### src/rtl/stopwatch_pkg.sv
// Shared definitions for the stopwatch lap controller.
// Holds the controller state encoding and the bit positions of the
// debounced buttons.
package stopwatch_pkg;

  typedef enum logic [2:0] {
    IDLE   = 3'd0,
    WAIT   = 3'd1,
    CNT    = 3'd2,
    STOP   = 3'd3,
    RECALL = 3'd4
  } swState_t;

  localparam int unsigned BTN_ARM = 0;
  localparam int unsigned BTN_RUN = 1;
  localparam int unsigned BTN_CLR = 2;
  localparam int unsigned BTN_LAP = 3;

endpackage

### src/rtl/lap_buffer.sv
// Circular lap capture buffer.
// Ports:
//   clk100Mhz, rstN : clock, async active-low reset
//   wr, wrData      : capture wrData into the next slot
//   clr             : forget all entries (pointer and count to 0)
//   rdAge           : age of entry to read (0 = newest)
//   rdData          : entry at rdAge
//   count           : valid entries, saturates at DEPTH
module lap_buffer
  import stopwatch_pkg::*;
#(
  parameter int unsigned DEPTH = 4,
  parameter int unsigned W     = 14
) (
  input  logic                         clk100Mhz,
  input  logic                         rstN,
  input  logic                         wr,
  input  logic                         clr,
  input  logic [W-1:0]                 wrData,
  input  logic [$clog2(DEPTH)-1:0]     rdAge,
  output logic [W-1:0]                 rdData,
  output logic [$clog2(DEPTH+1)-1:0]   count
);

  localparam int unsigned AW = $clog2(DEPTH);
  localparam int unsigned CW = $clog2(DEPTH + 1);
  localparam logic [AW:0] DEPTH_X = (AW+1)'(DEPTH);

  logic [W-1:0]  mem [DEPTH];
  logic [AW-1:0] wrPtr;
  logic [AW:0]   slotSum;
  logic [AW-1:0] rdSlot;

  // (wrPtr-1-rdAge) mod DEPTH, done with one extra bit and a single
  // conditional subtract so non-power-of-two depths also work.
  always_comb begin
    slotSum = {1'b0, wrPtr} + DEPTH_X - (AW+1)'(1) - {1'b0, rdAge};
    rdSlot  = (slotSum >= DEPTH_X) ? AW'(slotSum - DEPTH_X) : AW'(slotSum);
    rdData  = mem[rdSlot];
  end

  always_ff @(posedge clk100Mhz or negedge rstN) begin
    if (!rstN) begin
      wrPtr <= '0;
      count <= '0;
      for (int unsigned i = 0; i < DEPTH; i++) mem[i] <= '0;
    end else if (clr) begin
      wrPtr <= '0;
      count <= '0;
    end else if (wr) begin
      mem[wrPtr] <= wrData;
      wrPtr      <= (wrPtr == AW'(DEPTH - 1)) ? '0 : wrPtr + AW'(1);
      if (count != CW'(DEPTH)) count <= count + CW'(1);
    end
  end

endmodule

### src/rtl/stopwatch_lap_ctrl.sv
// Stopwatch command controller with lap capture and recall.
// Ports:
//   clk100Mhz, rstN : clock, async active-low reset
//   tick            : 1-cycle timebase strobe
//   btnDb[3:0]      : debounced buttons {lap, clear, start/stop, arm}
//   idle            : high in IDLE
//   led[4:0]        : one-hot state {IDLE, WAIT, CNT, STOP, RECALL}
//   segData         : displayed value (lap entry in RECALL, else count)
//   lapIdx          : age of displayed lap, 0 outside RECALL
//   lapCnt          : valid laps, saturating
//   ovf             : sticky running-count wrap flag
module stopwatch_lap_ctrl
  import stopwatch_pkg::*;
#(
  parameter int unsigned TICK_DIV     = 10,
  parameter int unsigned CNT_W        = 14,
  parameter int unsigned CNT_MAX      = 9999,
  parameter int unsigned STOP_TIMEOUT = 500,
  parameter int unsigned LAP_DEPTH    = 4
) (
  input  logic                             clk100Mhz,
  input  logic                             rstN,
  input  logic                             tick,
  input  logic [3:0]                       btnDb,
  output logic                             idle,
  output logic [4:0]                       led,
  output logic [CNT_W-1:0]                 segData,
  output logic [$clog2(LAP_DEPTH)-1:0]     lapIdx,
  output logic [$clog2(LAP_DEPTH+1)-1:0]   lapCnt,
  output logic                             ovf
);

  localparam int unsigned DW = (TICK_DIV > 1) ? $clog2(TICK_DIV) : 1;
  localparam int unsigned TW = (STOP_TIMEOUT > 1) ? $clog2(STOP_TIMEOUT) : 1;
  localparam int unsigned IW = $clog2(LAP_DEPTH);
  localparam int unsigned LW = $clog2(LAP_DEPTH + 1);

  swState_t      state, stateNext;
  logic [3:0]    btnPrev, rise;
  logic [DW-1:0] divCnt;
  logic          pulse;
  logic [CNT_W-1:0] cnt;
  logic [TW-1:0] toCnt;
  logic [IW-1:0] lapIdxNext;
  logic [CNT_W-1:0] lapData;
  logic          doClr, doLap, anyRise, timeoutHit, inHold;

  assign rise    = btnDb & ~btnPrev;
  assign anyRise = |rise[3:1];
  assign inHold  = (state == STOP) || (state == RECALL);
  // A rise in the same cycle restarts the timeout, so it cannot also fire.
  assign timeoutHit = pulse && !anyRise && (toCnt == TW'(STOP_TIMEOUT - 1));

  always_ff @(posedge clk100Mhz or negedge rstN) begin
    if (!rstN) begin
      state   <= IDLE;
      btnPrev <= '0;
      divCnt  <= '0;
      pulse   <= 1'b0;
      lapIdx  <= '0;
    end else begin
      state   <= stateNext;
      btnPrev <= btnDb;
      lapIdx  <= lapIdxNext;
      pulse   <= tick && (divCnt == DW'(TICK_DIV - 1));
      if (tick) divCnt <= (divCnt == DW'(TICK_DIV - 1)) ? '0 : divCnt + DW'(1);
    end
  end

  // Clear > start/stop > lap; the if-else chains drop lower rises.
  always_comb begin
    stateNext  = state;
    lapIdxNext = lapIdx;
    doClr      = 1'b0;
    doLap      = 1'b0;
    unique case (state)
      IDLE: if (rise[BTN_ARM]) stateNext = WAIT;
      WAIT: begin
        if (rise[BTN_CLR])      doClr = 1'b1;
        else if (rise[BTN_RUN]) stateNext = CNT;
      end
      CNT: begin
        if (rise[BTN_CLR])      begin doClr = 1'b1; stateNext = WAIT; end
        else if (rise[BTN_RUN]) stateNext = STOP;
        else if (rise[BTN_LAP]) doLap = 1'b1;
      end
      STOP: begin
        if (rise[BTN_CLR])      begin doClr = 1'b1; stateNext = WAIT; end
        else if (rise[BTN_RUN]) stateNext = CNT;
        else if (rise[BTN_LAP]) begin
          if (lapCnt != '0) begin stateNext = RECALL; lapIdxNext = '0; end
        end
        else if (timeoutHit)    stateNext = IDLE;
      end
      RECALL: begin
        if (rise[BTN_CLR])      begin doClr = 1'b1; stateNext = WAIT; end
        else if (rise[BTN_RUN]) stateNext = STOP;
        else if (rise[BTN_LAP])
          lapIdxNext = (LW'(lapIdx) == lapCnt - LW'(1)) ? '0 : lapIdx + IW'(1);
        else if (timeoutHit)    stateNext = IDLE;
      end
      default: stateNext = IDLE;
    endcase
    if (stateNext != RECALL) lapIdxNext = '0;
  end

  always_ff @(posedge clk100Mhz or negedge rstN) begin
    if (!rstN) begin
      cnt   <= '0;
      ovf   <= 1'b0;
      toCnt <= '0;
    end else begin
      if (doClr) begin
        cnt <= '0;
        ovf <= 1'b0;
      end else if (state == CNT && pulse) begin
        if (cnt == CNT_W'(CNT_MAX)) begin
          cnt <= '0;
          ovf <= 1'b1;
        end else begin
          cnt <= cnt + CNT_W'(1);
        end
      end
      if (!inHold || anyRise || stateNext != state) toCnt <= '0;
      else if (pulse)                               toCnt <= toCnt + TW'(1);
    end
  end

  always_ff @(posedge clk100Mhz or negedge rstN) begin
    if (!rstN) segData <= '0;
    else       segData <= (state == RECALL) ? lapData : cnt;
  end

  always_comb begin
    led = 5'b10000;
    unique case (state)
      IDLE:    led = 5'b10000;
      WAIT:    led = 5'b01000;
      CNT:     led = 5'b00100;
      STOP:    led = 5'b00010;
      RECALL:  led = 5'b00001;
      default: led = 5'b10000;
    endcase
  end

  assign idle = (state == IDLE);

  lap_buffer #(
    .DEPTH(LAP_DEPTH),
    .W    (CNT_W)
  ) uLapBuf (
    .clk100Mhz(clk100Mhz),
    .rstN     (rstN),
    .wr       (doLap),
    .clr      (doClr),
    .wrData   (cnt),
    .rdAge    (lapIdx),
    .rdData   (lapData),
    .count    (lapCnt)
  );

endmodule

### config.mk
export PLATFORM = sky130hd
export DESIGN_NAME = stopwatch_lap_ctrl
export DESIGN_NICKNAME = d
export VERILOG_FILES = /design/src/rtl/stopwatch_pkg.sv /design/src/rtl/lap_buffer.sv /design/src/rtl/stopwatch_lap_ctrl.sv
export SDC_FILE = /design/constraint.sdc
export NUM_CORES = 1
export LEC_CHECK = 0
export ABC_AREA = 1
export CORE_AREA = 2 2 108 110
export DETAILED_ROUTE_END_ITERATION = 6
export DIE_AREA = 0 0 110 112
export PLACE_DENSITY = 0.77
export SKIP_LAST_GASP = 1
export SLEW_MARGIN = 30
export SYNTH_ARGS = -nofsm -noshare
export SYNTH_HDL_FRONTEND = slang
export SYNTH_HIERARCHICAL = 1
export SYNTH_SLANG_ARGS = --single-unit
### constraint.sdc
create_clock -name clk100Mhz -period 1.65 [get_ports clk100Mhz]
set_input_delay 0.4125 -clock clk100Mhz [delete_from_list [all_inputs] [get_ports clk100Mhz]]
set_output_delay 0.4125 -clock clk100Mhz [all_outputs]
set_load 0.02 [all_outputs]
Word-level counts from Yosys, hierarchy flattened

Cells that the tools add are included.

Register bits after elaboration: 113
Word-level logic and storage cells: 132
Output and inout port bits: 26
Bits of input ports: 7

Eq/ne operators: 19
Bitwise logic cells: 5
Reductions and logical operators: 24
Multiplexer cells: 54
$add $sub $neg: 11
Order comparisons: 4

Operators by type and width:

| cell                                                                    | number |
|---|---|
| 14-bit 2-to-1 mux                                                       | 7 |
| 56-bit bitwise mux                                                      | 1 |
| 3-bit 2-to-1 mux                                                        | 16 |
| 14-bit binary-select mux with 2-bit select                              | 1 |
| 14-bit demux with 2-bit select                                          | 1 |
| 2-bit 2-to-1 mux                                                        | 13 |
| 5-bit one-hot mux with 4 select lines                                   | 1 |
| 9-bit 2-to-1 mux                                                        | 2 |
| 3-bit by 2-bit inequality test with 1-bit output, second input constant | 6 |
| 3-bit one-hot mux with 5 select lines                                   | 1 |
| 14-bit by 1-bit adder with 14-bit output, second input constant         | 1 |
| 14-bit equality test, second input constant                             | 1 |
| 2-bit nonzero test                                                      | 5 |
| 9-bit by 1-bit adder with 9-bit output, second input constant           | 1 |
| 9-bit equality test, second input constant                              | 1 |
| 3-bit >= comparator, second input constant                              | 3 |
| 1-bit 2-to-1 mux                                                        | 9 |
| 8-bit AND reduction                                                     | 1 |
| 3-bit by 2-bit equality test with 1-bit output, second input constant   | 2 |
| 3-bit inequality test, second input constant                            | 2 |
| 2-bit inverter with 3-bit output                                        | 2 |
| 2-bit AND reduction                                                     | 3 |
| 3-bit nonzero test                                                      | 2 |
| 3-bit by 1-bit subtractor with 3-bit output, second input constant      | 2 |
| other kinds (25)                                                        | 33 |

Logic depth before layout (Yosys ltp)

Word-level depth: 14
Depth in mapped cells: 12
Depth with buffers taken out: 12

By module

Netlist, hierarchy kept.

Modules (own cells, without submodules):

| module             | area an instance (µm²) | seq. area each (µm²) | instances | cells an instance |
|---|---|---|---|---|
| lap_buffer         | 3318.2                 | 1526.5               | 1         | 383 |
| stopwatch_lap_ctrl | 2601.2                 | 1301.2               | 1         | 314 |

Least setup slack after synthesis

No wires, ideal clock.

Path kind: register -> register
Start point: register state[2]
End point: register uLapBuf/mem[19] in the netlist's numbering
Library setup time: 0.122 ns
Clock period less this slack: 1.819 ns
Path slack: -0.169 ns
Arrival time: 1.697 ns
Path buffers: 1
Cell stages (with the launch flop): 11
Required time: 1.528 ns
Path through: dfrtp_1 -> inv_2 -> nand3_1 -> inv_1 -> nor2_2 -> nor2_4 -> nor2_8 -> nand2_4 -> buf_6 -> nand2_1 -> o21ai_2

Cells in the longest elaborated chain, start to end: 5
Elaborated cells on any way between the ends: 9
Classes of those cells: 4 x eq/ne; 2 x mux; 1 x bitwise; 2 x reduce/logical

RTL lines:

| item                                                                   | RTL line                 | RTL |
|---|---|---|
| from (decl)                                                            | stopwatch_lap_ctrl.sv:38 | `swState_t state, stateNext;` |
| from (signal assigned)                                                 | stopwatch_lap_ctrl.sv:62 | `state <= stateNext;` |
| 3-bit by 2-bit equality test with 1-bit output (tied with other cells) | stopwatch_lap_ctrl.sv:76 | `unique case (state)` |
| 4-bit OR reduction (no source line) (*)                                | -                        |  |
| 1-bit 2-to-1 mux (*)                                                   | -                        |  |
| named net doClr                                                        | stopwatch_lap_ctrl.sv:46 | `logic doClr, doLap, anyRise, timeoutHit, inHold;` |
| 1-bit inverter (no source line) (*)                                    | -                        |  |
| 2-bit AND reduction (no source line) (*)                               | -                        |  |
| to (signal, indexed assignment)                                        | lap_buffer.sv:51         | `mem[wrPtr] <= wrData;` |
| to (decl)                                                              | lap_buffer.sv:29         | `logic [W-1:0] mem [DEPTH];` |

The timed path passes the listed nets; every way through them passes the cells marked *.
A chain may end at the register's enable or synchronous reset.

Final worst setup path

Start point: input btnDb[2]
End point: register uLapBuf/mem[30] in the netlist's numbering

Elaborated cells on any way between the ends: 7
Classes of those cells: 4 x mux; 2 x bitwise; 1 x reduce/logical

RTL lines:

| item                                 | RTL line                 | RTL |
|---|---|---|
| from (decl)                          | stopwatch_lap_ctrl.sv:24 | `input logic [3:0] btnDb,` |
| 4-bit AND                            | stopwatch_lap_ctrl.sv:48 | `assign rise = btnDb & ~btnPrev;` |
| 1-bit 2-to-1 mux                     | stopwatch_lap_ctrl.sv:83 | `if (rise[BTN_CLR]) begin doClr = 1'b1; stateNext = WAIT; end` |
| 1-bit 2-to-1 mux                     | stopwatch_lap_ctrl.sv:76 |  |
| named net doLap                      | stopwatch_lap_ctrl.sv:46 |  |
| 2-bit AND reduction (no source line) | -                        |  |

The timed path passes the listed nets, and every way through them passes these cells.

==> impl_metrics.json <==
{
  "status": "finished with violations",
  "violations": "setup timing",
  "synth_area_um2": 5919,
  "ant_nets": 0,
  "pre_cts_ws_ps": -588.6,
  "tns_ps": -22720,
  "fp.dieH_um": 112,
  "max_stage_delay_ps": 450,
  "fin_cells": 974,
  "powerDensity_nw_per_um2": 1160,
  "hold_ws_ps": 139.5,
  "synth_seq_cells": 113,
  "fmax_mhz": 504.4,
  "seq_area_um2": 2833,
  "slew_viol_final": 0,
  "grt_pass1_wl_um": 26430,
  "grt_setup_unrepaired": "true",
  "reg2reg_slack_ps": -330,
  "grt_usage_pct": 28.08,
  "netlist_instances": 697,
  "cts_tree": "done",
  "timing.rr.end": "uLapBuf/mem[30]$_DFFE_PN0P_",
  "grt_start_max_net_pins": 57,
  "areaGrowthSynthToFinish_pct": 45.74,
  "drt-initial-drc-count": 654,
  "arrival_ps": 2290,
  "avgRoutedWirePerCell_um": 21.38,
  "min_path_cells": 1,
  "n_fill_cell": 617,
  "cts_buffers": 17,
  "period_needed_ps": 1982,
  "syn_area_per_cell_um2": 8.493,
  "gp_congestion": 0.9526,
  "drcViolationCount": 0,
  "timing.final.ws_setup_ps": -332.4,
  "worstHoldStart": "btnDb[1]",
  "nets": 836,
  "vdd_drop_max_uv": 1356,
  "worstMarginPinSlew_ps": 576.1,
  "relSlewSlack_pct": 61.60,
  "holdPathEnd": "btnPrev[1]$_DFF_PN0_",
  "synthesis.nets": 715,
  "clock_tree.root_cell": "clkbuf_16",
  "dr.pass1.iters": 5,
  "cts_max_level": 4,
  "vias": 5903,
  "place_hpwl_um": 9782,
  "setup_viol": 100,
  "coreArea_um2": 11170,
  "clkLatencyLatePin_ps": 430,
  "endpoint_kind": "flop",
  "rows": 39,
  "cts.sinks": 113,
  "wirelength_um": 20820,
  "antennaDiodeCount": 0,
  "clockBufferDepth": 2,
  "antenna_found_initial": 0,
  "place_inst": 905,
  "ff2ff_path_depth": 10,
  "io_buffers": 32,
  "fin_crit_sh_pct": 120.1,
  "yosys_warnings": 6,
  "grt_pass1_vias": 5494,
  "drive_gt1_share_pct": 39.23,
  "critical_path_required_ps": 1960,
  "drv_cap": 0,
  "final_common_cell": "nand2_1",
  "start_util_pct": 52.97,
  "clk_pin_slew_ps": 60,
  "slowest_stage": "clkdlybuf4s50_1",
  "cp-start-kind": "input pin",
  "final-hold-violation-count": 0,
  "regToRegStartpoint": "state[0]$_DFF_PN0_",
  "utilization_pct": 77.20,
  "yosysSeqAreaShare_pct": 47.77,
  "final_cell_mix": "115 x nand2_1, 109 x dfrtp_1, 88 x inv_1, 65 x o21ai_2, 49 x buf_4",
  "hold_class": "in -> reg",
  "critPathKind": "in -> reg",
  "multi_input_comb_area_um2": 3306,
  "ios": 33,
  "fin_skew_ps": 8.368,
  "cp_max_fo": 7,
  "dieArea_um2": 12320,
  "via_per_inst": 6.061,
  "crit_path_cell_trace": "clkdlybuf4s50_1 -> nand2_1 -> nand2_2 -> nor4_4 -> inv_2 -> nor2_8 -> buf_12 -> nand2_8 -> buf_12 -> nand2_1 -> o21ai_2",
  "p_leak_uw": 0.003860,
  "synthDistinctLibCells": 31,
  "die_x_um": 110,
  "overflow": 0
}
-- state kept, by name, indices dropped and copies added (netlist names) --
| name | cells |
|---|---|
| segData | 14 |
| ovf | 1 |
| pulse | 1 |
| toCnt | 9 |
| lapIdx | 2 |
| uLapBuf/count | 3 |
| uLapBuf/mem | 56 |
| state | 3 |
| cnt | 14 |
| divCnt | 4 |
| uLapBuf/wrPtr | 2 |
| btnPrev | 4 |
-- final cells by class --
cell class                 count  share of cell area [%]
clock inverter                11                   1.479
clock buffer                  21                   5.453
sequential                   113                   32.84
multi-input combinational    468                   38.32
inverter                     100                   4.699
timing repair buffer         118                   15.14
tap                          143                   2.074
-- where the power goes --
| group | internal, uW | leakage [uW] | switching [uW] | total (uW) |
|---|---|---|---|---|
| clock network | 2350 | 0.000286 | 1420 | 3770 |
| registers | 3030 | 0.00154 | 246 | 3270 |
| logic | 1190 | 0.00204 | 1770 | 2960 |
| total | 6570 | 0.00386 | 3440 | 10000 |
-- what timing repair did --
item | in CTS | in global routing
pin swaps | 14 | 34
resized for setup | 111 | 159
endpoints found under the setup margin | 113 | 111
hold buffers | 1 | 0
cloned | 3 | 9
hold endpoints to repair | 30 | 0
buffers inserted | 11 | 15
-- logic make-up after synthesis --
family,count (synthesis),share of synthesized area [%]
and+or+nand+nor,298,22.74
muxes,1,0.1691
buffers and inverters,122,9.300
xor gates and xnor gates,18,2.663
DFF,113,47.77
adders and majority gates,11,2.325
AOI/OAI and AO/OA,134,15.03
-- cells in the mapped netlist, drive strengths merged --
| cell | n | share of area (%) |
|---|---|---|
| nand2 | 180 | 12 |
| o21ai | 117 | 13 |
| dfrtp | 113 | 48 |
| inv | 100 | 6.3 |
| nand3 | 53 | 4.6 |
| nor2 | 41 | 3.4 |
| buf | 19 | 2.8 |
| xor2 | 16 | 2.4 |
| a21oi | 14 | 1.2 |
| ha | 11 | 2.3 |
| nand4 | 10 | 1.1 |
| nor3 | 9 | 0.76 |
| clkbuf | 3 | 0.19 |
| nand3b | 2 | 0.25 |
| nor4 | 2 | 0.21 |
| o31ai | 2 | 0.25 |
| xnor2 | 2 | 0.30 |
| and3 | 1 | 0.11 |
| mux2i | 1 | 0.17 |
| o2111ai | 1 | 0.15 |
-- metrics by stage --
stage	power (uW)	area [um2]
6_report	10010	8627
5_1_grt	10330	8627
4_1_cts	9232	7760
3_5_place_dp	5333	6847
3_3_place_gp	5237	6847
2_1_floorplan	4428	6000
-- worst max path at each step --
stage / startpoint / to / slack (ps) / cells past startpoint
floorplan: state[0]$_DFF_PN0_ / uLapBuf/mem[19]$_DFFE_PN0P_ / -50 / 10
global placement: btnDb[3] / uLapBuf/mem[53]$_DFFE_PN0P_ / -520 / 8
detailed placement: btnDb[1] / toCnt[4]$_DFFE_PN0P_ / -590 / 12
CTS: state[2]$_DFF_PN0_ / led[2] / -210 / 5
global route: btnDb[2] / uLapBuf/mem[30]$_DFFE_PN0P_ / -390 / 11
finish: btnDb[2] / uLapBuf/mem[30]$_DFFE_PN0P_ / -330 / 11
-- critical path, delay by kind of cell --
family          cells  cell delay [ps]
buf+inv             4              920
simple gates        6              900
compound gates      1               60
-- per-layer routing --
metal	share of wire [%]	GRT usage, %
met1	36	34.48
met2	49	45.81
met3	8.3	6.792
met4	6.6	13.84
met5	0	0
Note: power is estimated with default switching activity, not from simulation.
